==> src/rtl/sc_game_progress_tracker.sv <==
//-----------------------------------------------------------------------------
// sc_game_progress_tracker
//
// Gameplay bookkeeping stage sitting directly upstream of the main game state
// machine. It counts nests filled and lives remaining from low-active gameplay
// event strobes, raises the main FSM's "nests complete" / "lives lost" inputs
// (both low-active), and holds each one until the FSM acknowledges it through
// its changeLevel / load outputs.
//
// Ports
//   SC_STATEMACHINE_MAIN_CLOCK_50     in   system clock, rising edge
//   SC_STATEMACHINE_MAIN_RESET_InHigh in   asynchronous active-high reset
//   clear_InLow                       in   low = wipe everything, go idle
//   load_InLow                        in   low = new game / ack of lives-out
//   changeLevel_InLow                 in   low = next level / ack of nests-done
//   nestReached_InLow                 in   low while player sits in a nest
//   playerHit_InLow                   in   low while player is hit
//   nidosCompletos_OutLow             out  low = all nests of the level filled
//   perdioVidas_OutLow                out  low = lives exhausted
//   lives_OutBUS                      out  lives remaining
//   nests_OutBUS                      out  nests filled this level
//-----------------------------------------------------------------------------
module sc_game_progress_tracker #(
    parameter int NEST_COUNT  = 5,
    parameter int NEST_WIDTH  = 3,
    parameter int LIVES_INIT  = 3,
    parameter int LIVES_WIDTH = 2
) (
    input  logic                   SC_STATEMACHINE_MAIN_CLOCK_50,
    input  logic                   SC_STATEMACHINE_MAIN_RESET_InHigh,
    input  logic                   clear_InLow,
    input  logic                   load_InLow,
    input  logic                   changeLevel_InLow,
    input  logic                   nestReached_InLow,
    input  logic                   playerHit_InLow,
    output logic                   nidosCompletos_OutLow,
    output logic                   perdioVidas_OutLow,
    output logic [LIVES_WIDTH-1:0] lives_OutBUS,
    output logic [NEST_WIDTH-1:0]  nests_OutBUS
);

    localparam logic [NEST_WIDTH-1:0]  NEST_MAX   = NEST_WIDTH'(NEST_COUNT);
    localparam logic [LIVES_WIDTH-1:0] LIVES_LOAD = LIVES_WIDTH'(LIVES_INIT);

    typedef enum logic [1:0] {
        ST_IDLE       = 2'd0,
        ST_PLAY       = 2'd1,
        ST_NESTS_DONE = 2'd2,
        ST_LIVES_OUT  = 2'd3
    } state_t;

    state_t                   state_q, state_d;
    logic [LIVES_WIDTH-1:0]   lives_q, lives_d;
    logic [NEST_WIDTH-1:0]    nests_q, nests_d;
    logic                     nidos_q, nidos_d;
    logic                     perdio_q, perdio_d;
    logic                     nest_prev_q, nest_prev_d;
    logic                     hit_prev_q, hit_prev_d;

    logic                     nest_ev;
    logic                     hit_ev;
    logic [NEST_WIDTH-1:0]    nests_inc;
    logic [LIVES_WIDTH-1:0]   lives_dec;

    // Nest counter saturates at the level target; it can never wrap.
    function automatic logic [NEST_WIDTH-1:0] sat_inc_nests(
        input logic [NEST_WIDTH-1:0] val
    );
        if (val < NEST_MAX) begin
            sat_inc_nests = val + NEST_WIDTH'(1);
        end else begin
            sat_inc_nests = val;
        end
    endfunction

    // Lives counter floors at zero.
    function automatic logic [LIVES_WIDTH-1:0] sat_dec_lives(
        input logic [LIVES_WIDTH-1:0] val
    );
        if (val != '0) begin
            sat_dec_lives = val - LIVES_WIDTH'(1);
        end else begin
            sat_dec_lives = '0;
        end
    endfunction

    // Falling-edge detection: previous sample high, current sample low.
    // A strobe held low therefore counts exactly once.
    assign nest_ev   = nest_prev_q & ~nestReached_InLow;
    assign hit_ev    = hit_prev_q  & ~playerHit_InLow;
    assign nests_inc = sat_inc_nests(nests_q);
    assign lives_dec = sat_dec_lives(lives_q);

    //-------------------------------------------------------------------------
    // State / counter registers
    //-------------------------------------------------------------------------
    always_ff @(posedge SC_STATEMACHINE_MAIN_CLOCK_50 or
                posedge SC_STATEMACHINE_MAIN_RESET_InHigh) begin
        if (SC_STATEMACHINE_MAIN_RESET_InHigh) begin
            state_q     <= ST_IDLE;
            lives_q     <= '0;
            nests_q     <= '0;
            nidos_q     <= 1'b1;
            perdio_q    <= 1'b1;
            nest_prev_q <= 1'b1;
            hit_prev_q  <= 1'b1;
        end else begin
            state_q     <= state_d;
            lives_q     <= lives_d;
            nests_q     <= nests_d;
            nidos_q     <= nidos_d;
            perdio_q    <= perdio_d;
            nest_prev_q <= nest_prev_d;
            hit_prev_q  <= hit_prev_d;
        end
    end

    //-------------------------------------------------------------------------
    // Next-state logic
    //-------------------------------------------------------------------------
    always_comb begin
        state_d     = state_q;
        lives_d     = lives_q;
        nests_d     = nests_q;
        nidos_d     = nidos_q;
        perdio_d    = perdio_q;
        // Edge history tracks the inputs every cycle, whatever the state.
        nest_prev_d = nestReached_InLow;
        hit_prev_d  = playerHit_InLow;

        if (!clear_InLow) begin
            state_d  = ST_IDLE;
            lives_d  = '0;
            nests_d  = '0;
            nidos_d  = 1'b1;
            perdio_d = 1'b1;
        end else if (!load_InLow) begin
            state_d  = ST_PLAY;
            lives_d  = LIVES_LOAD;
            nests_d  = '0;
            nidos_d  = 1'b1;
            perdio_d = 1'b1;
        end else if (!changeLevel_InLow &&
                     (state_q == ST_PLAY || state_q == ST_NESTS_DONE)) begin
            // New level: lives carry over, nest count restarts.
            state_d = ST_PLAY;
            nests_d = '0;
            nidos_d = 1'b1;
        end else begin
            unique case (state_q)
                ST_PLAY: begin
                    if (nest_ev && nests_inc == NEST_MAX) begin
                        // Completing the level takes precedence; a hit in
                        // the same cycle is discarded.
                        state_d = ST_NESTS_DONE;
                        nests_d = nests_inc;
                        nidos_d = 1'b0;
                    end else begin
                        if (nest_ev) begin
                            nests_d = nests_inc;
                        end
                        if (hit_ev) begin
                            lives_d = lives_dec;
                            if (lives_dec == '0) begin
                                state_d  = ST_LIVES_OUT;
                                perdio_d = 1'b0;
                            end
                        end
                    end
                end
                ST_NESTS_DONE: begin
                    nidos_d = 1'b0;
                end
                ST_LIVES_OUT: begin
                    lives_d  = '0;
                    perdio_d = 1'b0;
                end
                default: begin
                    // ST_IDLE: events ignored until a load arrives.
                end
            endcase
        end
    end

    assign nidosCompletos_OutLow = nidos_q;
    assign perdioVidas_OutLow    = perdio_q;
    assign lives_OutBUS          = lives_q;
    assign nests_OutBUS          = nests_q;

endmodule

==> config.mk <==
export PLATFORM = sky130hd
export DESIGN_NAME = sc_game_progress_tracker
export DESIGN_NICKNAME = d
export VERILOG_FILES = /design/src/rtl/sc_game_progress_tracker.sv
export SDC_FILE = /design/constraint.sdc
export NUM_CORES = 1
export LEC_CHECK = 0
export CAP_MARGIN = 10
export CORE_MARGIN = 2
export CORE_UTILIZATION = 42
export CTS_CLUSTER_SIZE = 12
export DETAILED_ROUTE_END_ITERATION = 16
export PLACE_DENSITY_LB_ADDON = 0.2
export SKIP_CTS_REPAIR_TIMING = 1
export SYNTH_ARGS = -nofsm -noshare
export SYNTH_HDL_FRONTEND = slang
export SYNTH_SLANG_ARGS = --single-unit
export TNS_END_PERCENT = 10
==> constraint.sdc <==
create_clock -name SC_STATEMACHINE_MAIN_CLOCK_50 -period 1.6 [get_ports SC_STATEMACHINE_MAIN_CLOCK_50]
set_input_delay 0.48 -clock SC_STATEMACHINE_MAIN_CLOCK_50 [delete_from_list [all_inputs] [get_ports SC_STATEMACHINE_MAIN_CLOCK_50]]
set_output_delay 0.48 -clock SC_STATEMACHINE_MAIN_CLOCK_50 [all_outputs]
set_load 0.1 [all_outputs]
== After elaboration in Yosys (flattened, before gate mapping) ==
Cells that the tools add are included.

* Add/sub/neg operators: 2
* $lt $le $gt $ge: 1
* Eq/ne operators: 15
* Mux-type cells: 33
* Bitwise gates (word level): 4
* Reduce and logical (&&, ||, !) cells: 11

{| class="wikitable"
|+ Operator list
! kind !! number
|-
| $mux W2 || 13
|-
| $mux W3 || 7
|-
| $ne A5 B2 Y1 const B || 4
|-
| $mux W1 || 10
|-
| $ne A4 B2 Y1 const B || 2
|-
| $ne A4 B4 Y1 const B || 2
|-
| $ne A5 B3 Y1 const B || 1
|-
| $reduce_and A5 Y1 || 1
|-
| $eq A2 B2 Y1 const B || 2
|-
| $ne A4 B3 Y1 const B || 1
|-
| $pmux W1 S2 || 2
|-
| $pmux W2 S2 || 1
|-
| $reduce_and A2 Y1 || 2
|-
| $reduce_and A4 Y1 || 1
|-
| $add A3 B1 Y3 const B || 1
|-
| $eq A3 B3 Y1 const B || 1
|-
| $lt A3 B3 Y1 const B || 1
|-
| $ne A3 B3 Y1 const B || 1
|-
| $reduce_and A3 Y1 || 1
|-
| $and A1 B1 Y1 || 2
|-
| $eq A2 B1 Y1 const B || 1
|-
| $logic_and A1 B1 Y1 || 2
|-
| $logic_not A2 Y1 || 1
|-
| $not A1 Y1 || 2
|-
| other kinds (4) || 4
|}

* Flip-flop bits (word level): 11
* Input bits: 7
* Output and inout port bits: 7
* Word-level logic and storage cells: 73

== Longest topological paths before layout ==
* Depth after elaboration: 10
* Depth in mapped cells: 6
* Mapped depth without buffers: 6

== Worst setup path after synthesis ==
No wires, ideal clock.

* Path type: register -> register
* From: register nests_q[2], in the netlist nests_OutBUS[2]
* To: register lives_q[0], in the netlist lives_OutBUS[0]
* Library setup time: 0.124 ns
* Data arrival time: 1.836 ns
* Slack: -0.360 ns
* Stages on the path, launching flop included: 5
* Cells stage by stage: dfrtp_1 -> and4bb_4 -> nand2_4 -> and4_4 -> o31a_1

* Cells in the longest elaborated chain, start to end: 6

{| class="wikitable"
|+ Ends and longest elaborated chain
! item !! RTL line !! text
|-
| start, declared || 54 || <nowiki>logic [NEST_WIDTH-1:0] nests_q, nests_d;</nowiki>
|-
| start signal, assigned || 110 || <nowiki>nests_q <= nests_d;</nowiki>
|-
| $add A3 B1 Y3 / $lt A3 B3 Y1 (equally long branches) || 70, 69 ||
|-
| $mux W3 (*) || 69 || <nowiki>if (val < NEST_MAX) begin</nowiki>
|-
| $eq A3 B3 Y1 (*) || 152 || <nowiki>if (nest_ev && nests_inc == NEST_MAX) begin</nowiki>
|-
| $logic_and A1 B1 Y1 (*) || 152 ||
|-
| $ne A4 B4 Y1 (no source line) (*) || - ||
|-
| $reduce_and A4 Y1 (no source line) (*) || - ||
|-
| end signal, assigned || 109 || <nowiki>lives_q <= lives_d;</nowiki>
|-
| end, declared || 53 || <nowiki>logic [LIVES_WIDTH-1:0] lives_q, lives_d;</nowiki>
|}

Every way passes the cells marked *; elsewhere a longest branch is shown, timed or not.
A chain may end at the register's enable or synchronous reset.

== Final worst setup path ==
* From: register state_q[1]
* To: register nests_q[2], in the netlist nests_OutBUS[2]

* Cells in the longest elaborated chain, start to end: 6

{| class="wikitable"
|+ Ends and longest elaborated chain
! item !! RTL line !! text
|-
| start, declared || 52 || <nowiki>state_t state_q, state_d;</nowiki>
|-
| start signal, assigned || 108 || <nowiki>state_q <= state_d;</nowiki>
|-
| $eq A2 B1 Y1 / $eq A2 B2 Y1 (equally long branches) || 144, 150 ||
|-
| $logic_or A1 B1 Y1 || 144 || <nowiki>(state_q == ST_PLAY || state_q == ST_NESTS_DONE)) begin</nowiki>
|-
| $logic_and A1 B1 Y1 || 143 || <nowiki>end else if (!changeLevel_InLow &&</nowiki>
|-
| $mux W3 || 143 ||
|-
| $mux W3 || 137 || <nowiki>end else if (!load_InLow) begin</nowiki>
|-
| $mux W3 || 131 || <nowiki>if (!clear_InLow) begin</nowiki>
|}

Several ways; a longest one is shown, not always the timed one.

==> qor.csv <==
metric;value;unit
H-tree level count;1;
DIE AREA;0.00174;mm^2
Sw Ratio;31.6;%
Rel. slew slack;69.9;%
Hold Vio Cnt, Final;0;
Die H;41.7;um
I/O pins;14;
largest net degree at the start of global routing;12;
yosys warns;0;
gr usage total;18.0;%
Row Count;13;
first-pass GRT wire length;2.32;mm
share of Yosys cell area claimed by the top area cell type;29.4;%
Final min period;1.54;ns
share of layout cells above drive strength 1;38.6;%
Root Buffer;clkbuf_4;
sequential power share;45.3;%
Mapped Nets;69;
leading area contributor after synthesis;dfrtp_1;
Clk pwr share;29.7;%
WP data required;1.76;ns
HPWL after detailed placement;1.05;mm
synthesized flop and latch total;11;
Placed Instance Area;865;um^2
post-synthesis adder-cell area fraction;6.29;%
final setup TNS;0;ns
P per Cell Area;752;mW/mm^2
Final Setup Violations;0;
Static Leak;0.396;nW
number of global-route vias before repair;531;
Slew @ Worst Pin;0.451;ns
fin. max-slew vios;0;
GRT overflow;0;
combinational family with the most area after synthesis;simple AND/OR/NAND/NOR gates;
RSZ-0062 raised after global routing;yes;
count of different cell masters after synthesis;29;
Non-Filler Cell Area, Final;905;um^2
status;finished, final reports clean;
syn avg cell area;10.1;um^2
Final Skew;0.00364;ns
Max VDD drop;492;uV
final wirelength;1.42;mm
CTS Buffer Depth;2;
max_cap viols;0;
Hold Path Class;primary input to async pin;
core area;0.00132;mm^2
Post-Synth Simple-Gate Area;22.9;%
Synth-to-Final Area Change;51.6;%
clock tree sinks;11;
Synth Cell Area;597;um^2
# diodes;0;
Port Buffer Count;13;
startpoint types;flip-flop;
worst skew pair latency;0.28;ns
Via density;5.46;
Crit Path Max Fanout;8;
Seq/Total Area, Yosys;47.0;%
total power;0.680;mW
Fillers;103;
top post-synthesis cells by area;dfrtp_1 (29%), dfstp_2 (18%), ha_1 (6.3%), o21ai_0 (5.0%), a21oi_1 (3.4%);
# DRC;0;
CTS buffer count;3;
final core occ;68.7;%
Final #Nets;94;
Die Wd;41.7;um
routed vias;535;
combinational power share;25.1;%
drt first pass iters;4;
initial antenna violation count;0;
XOR/XNOR Fraction of Synth Area;0;%
mux cell area share after synthesis;0;%
clock slew at reported path FFs;0.07;ns
crit path kind;flip-flop to flip-flop;
Worst Path Arrival;1.71;ns
Compound-Gate Fraction of Synth Area;21.4;%
Period Utilization, post-route;96.5;%
Max Clk Rate;648;MHz
P_sw;0.215;mW
Syn Inst Count;59;
CTS tree;done;
Antenna Nets Post-Route;0;
GPL Wtd Cong;0.742;
Pint;0.465;mW
Routed WL per cell;14.5;um
CP endpoint kind;flip-flop;
initial core utilization;45.3;%
drt first-iter violations;10;
-- cells in the final DEF, fill, tap and decap left out, types with 2 or more instances in the layout --
| cell type | synthesis | routed |
|---|---|---|
| buf_12 | 0 | 7 |
| buf_4 | 0 | 7 |
| o21ai_0 | 6 | 6 |
| clkdlybuf4s50_1 | 0 | 6 |
| nand2_1 | 4 | 4 |
| a21oi_1 | 4 | 4 |
| nor2_1 | 4 | 4 |
| inv_1 | 4 | 4 |
| dfstp_2 | 4 | 4 |
| dfrtp_1 | 7 | 4 |
| ha_1 | 3 | 3 |
| clkbuf_4 | 0 | 3 |
| dfrtp_2 | 0 | 3 |
| nand2b_1 | 2 | 2 |
| a21boi_1 | 0 | 2 |
-- routing by layer --
layer | vias to the layer above | wire length [um] | GRT usage [%]
met5 | - | 0 | 0
met4 | 0 | 49 | 12.9
met3 | 7 | 73 | 4.78
met2 | 18 | 652 | 27.8
met1 | 250 | 641 | 21.5
li1 | 260 | - | -
-- power groups by stage --
stage | sequential, mW | combinational (mW) | clock (mW)
6_report | 0.308 | 0.170 | 0.202
3_5_place_dp | 0.313 | 0.163 | 0
5_1_grt | 0.310 | 0.182 | 0.207
2_1_floorplan | 0.355 | 0.0496 | 0
3_3_place_gp | 0.312 | 0.161 | 0
4_1_cts | 0.308 | 0.163 | 0.203
-- stage by stage --
step / cells / hold slack, ns / setup WS [ns]
2_1_floorplan: 59 / 0.329 / -0.0327
3_3_place_gp: 93 / 0.492 / -0.200
3_5_place_dp: 93 / 0.520 / -0.223
4_1_cts: 97 / 0.511 / 0.0683
5_1_grt: 98 / 0.533 / -0.0156
6_report: 98 / 0.498 / 0.0559
-- worst max-delay path, cell delays in order, from the launching register on --
cell	delay [ns]
dfrtp_1	0.39
inv_1	0.09
ha_1	0.18
buf_4	0.16
and3b_1	0.23
nand2_1	0.09
nor3_1	0.19
a211oi_1	0.10
-- worst paths after layout --
| kind | start | end | slack [ns] | depth (start not counted) |
|---|---|---|---|---|
| max | state_q[1]$_DFFE_PP0P_ | nests_OutBUS[2]$_DFFE_PP0P_ | 0.06 | 7 |
| min | SC_STATEMACHINE_MAIN_RESET_InHigh | lives_OutBUS[1]$_DFFE_PP0P_ | 0.50 | 2 |
| max reg2reg | state_q[1]$_DFFE_PP0P_ | nests_OutBUS[2]$_DFFE_PP0P_ | 0.06 | 7 |
| min reg2reg | nidosCompletos_OutLow$_DFFE_PP1P_ | nidosCompletos_OutLow$_DFFE_PP1P_ | 0.52 | 2 |
| max in group asynchronous | SC_STATEMACHINE_MAIN_RESET_InHigh | nidosCompletos_OutLow$_DFFE_PP1P_ | 0.76 | 2 |
| min in group SC_STATEMACHINE_MAIN_CLOCK_50 | nidosCompletos_OutLow$_DFFE_PP1P_ | nidosCompletos_OutLow$_DFFE_PP1P_ | 0.52 | 2 |
-- cell usage after synthesis --
cell type and number:
nand2_1 4, a21oi_1 4, and3b_1 1, a211o_2 1
and4bb_4 1, or2_2 1, o22ai_1 1, nand2b_1 2
dfrtp_1 7, nand3_1 1, nand3b_1 1, nor2_1 4
o21ai_0 6, nand2_4 1, ha_1 3, a21o_1 1
and4_4 1, nand2b_2 1, a21oi_2 1, nor3b_1 1
inv_1 4, nor3_1 1, o21a_1 1, o31a_1 1
a21boi_0 2, a31oi_1 1, dfstp_2 4, a211oi_1 1
nor2b_1 1
-- cell type report --
type,count,area (um^2),share of cell area [%]
inverter,4,15.0,1.66
tap,15,18.8,2.07
multi-input combinational,44,308,34.0
clock buffer,4,26.3,2.90
timing repair buffer,20,253,27.9
sequential,11,284,31.4
-- cells by family (layout without fill, tap and decap cells) --
group / Yosys count / after routing
DFF: 11 / 11
and+or+nand+nor: 21 / 21
buffers and inverters: 4 / 28
adders and majority gates: 3 / 3
AOI/OAI and AO/OA: 20 / 20
-- flip-flops by register name, summed over array words and instances (netlist names) --
register / count
hit_prev_q: 1
lives_OutBUS: 2
nest_prev_q: 1
nests_OutBUS: 3
nidosCompletos_OutLow: 1
perdioVidas_OutLow: 1
state_q: 2
(Power assumes the default switching activity.)
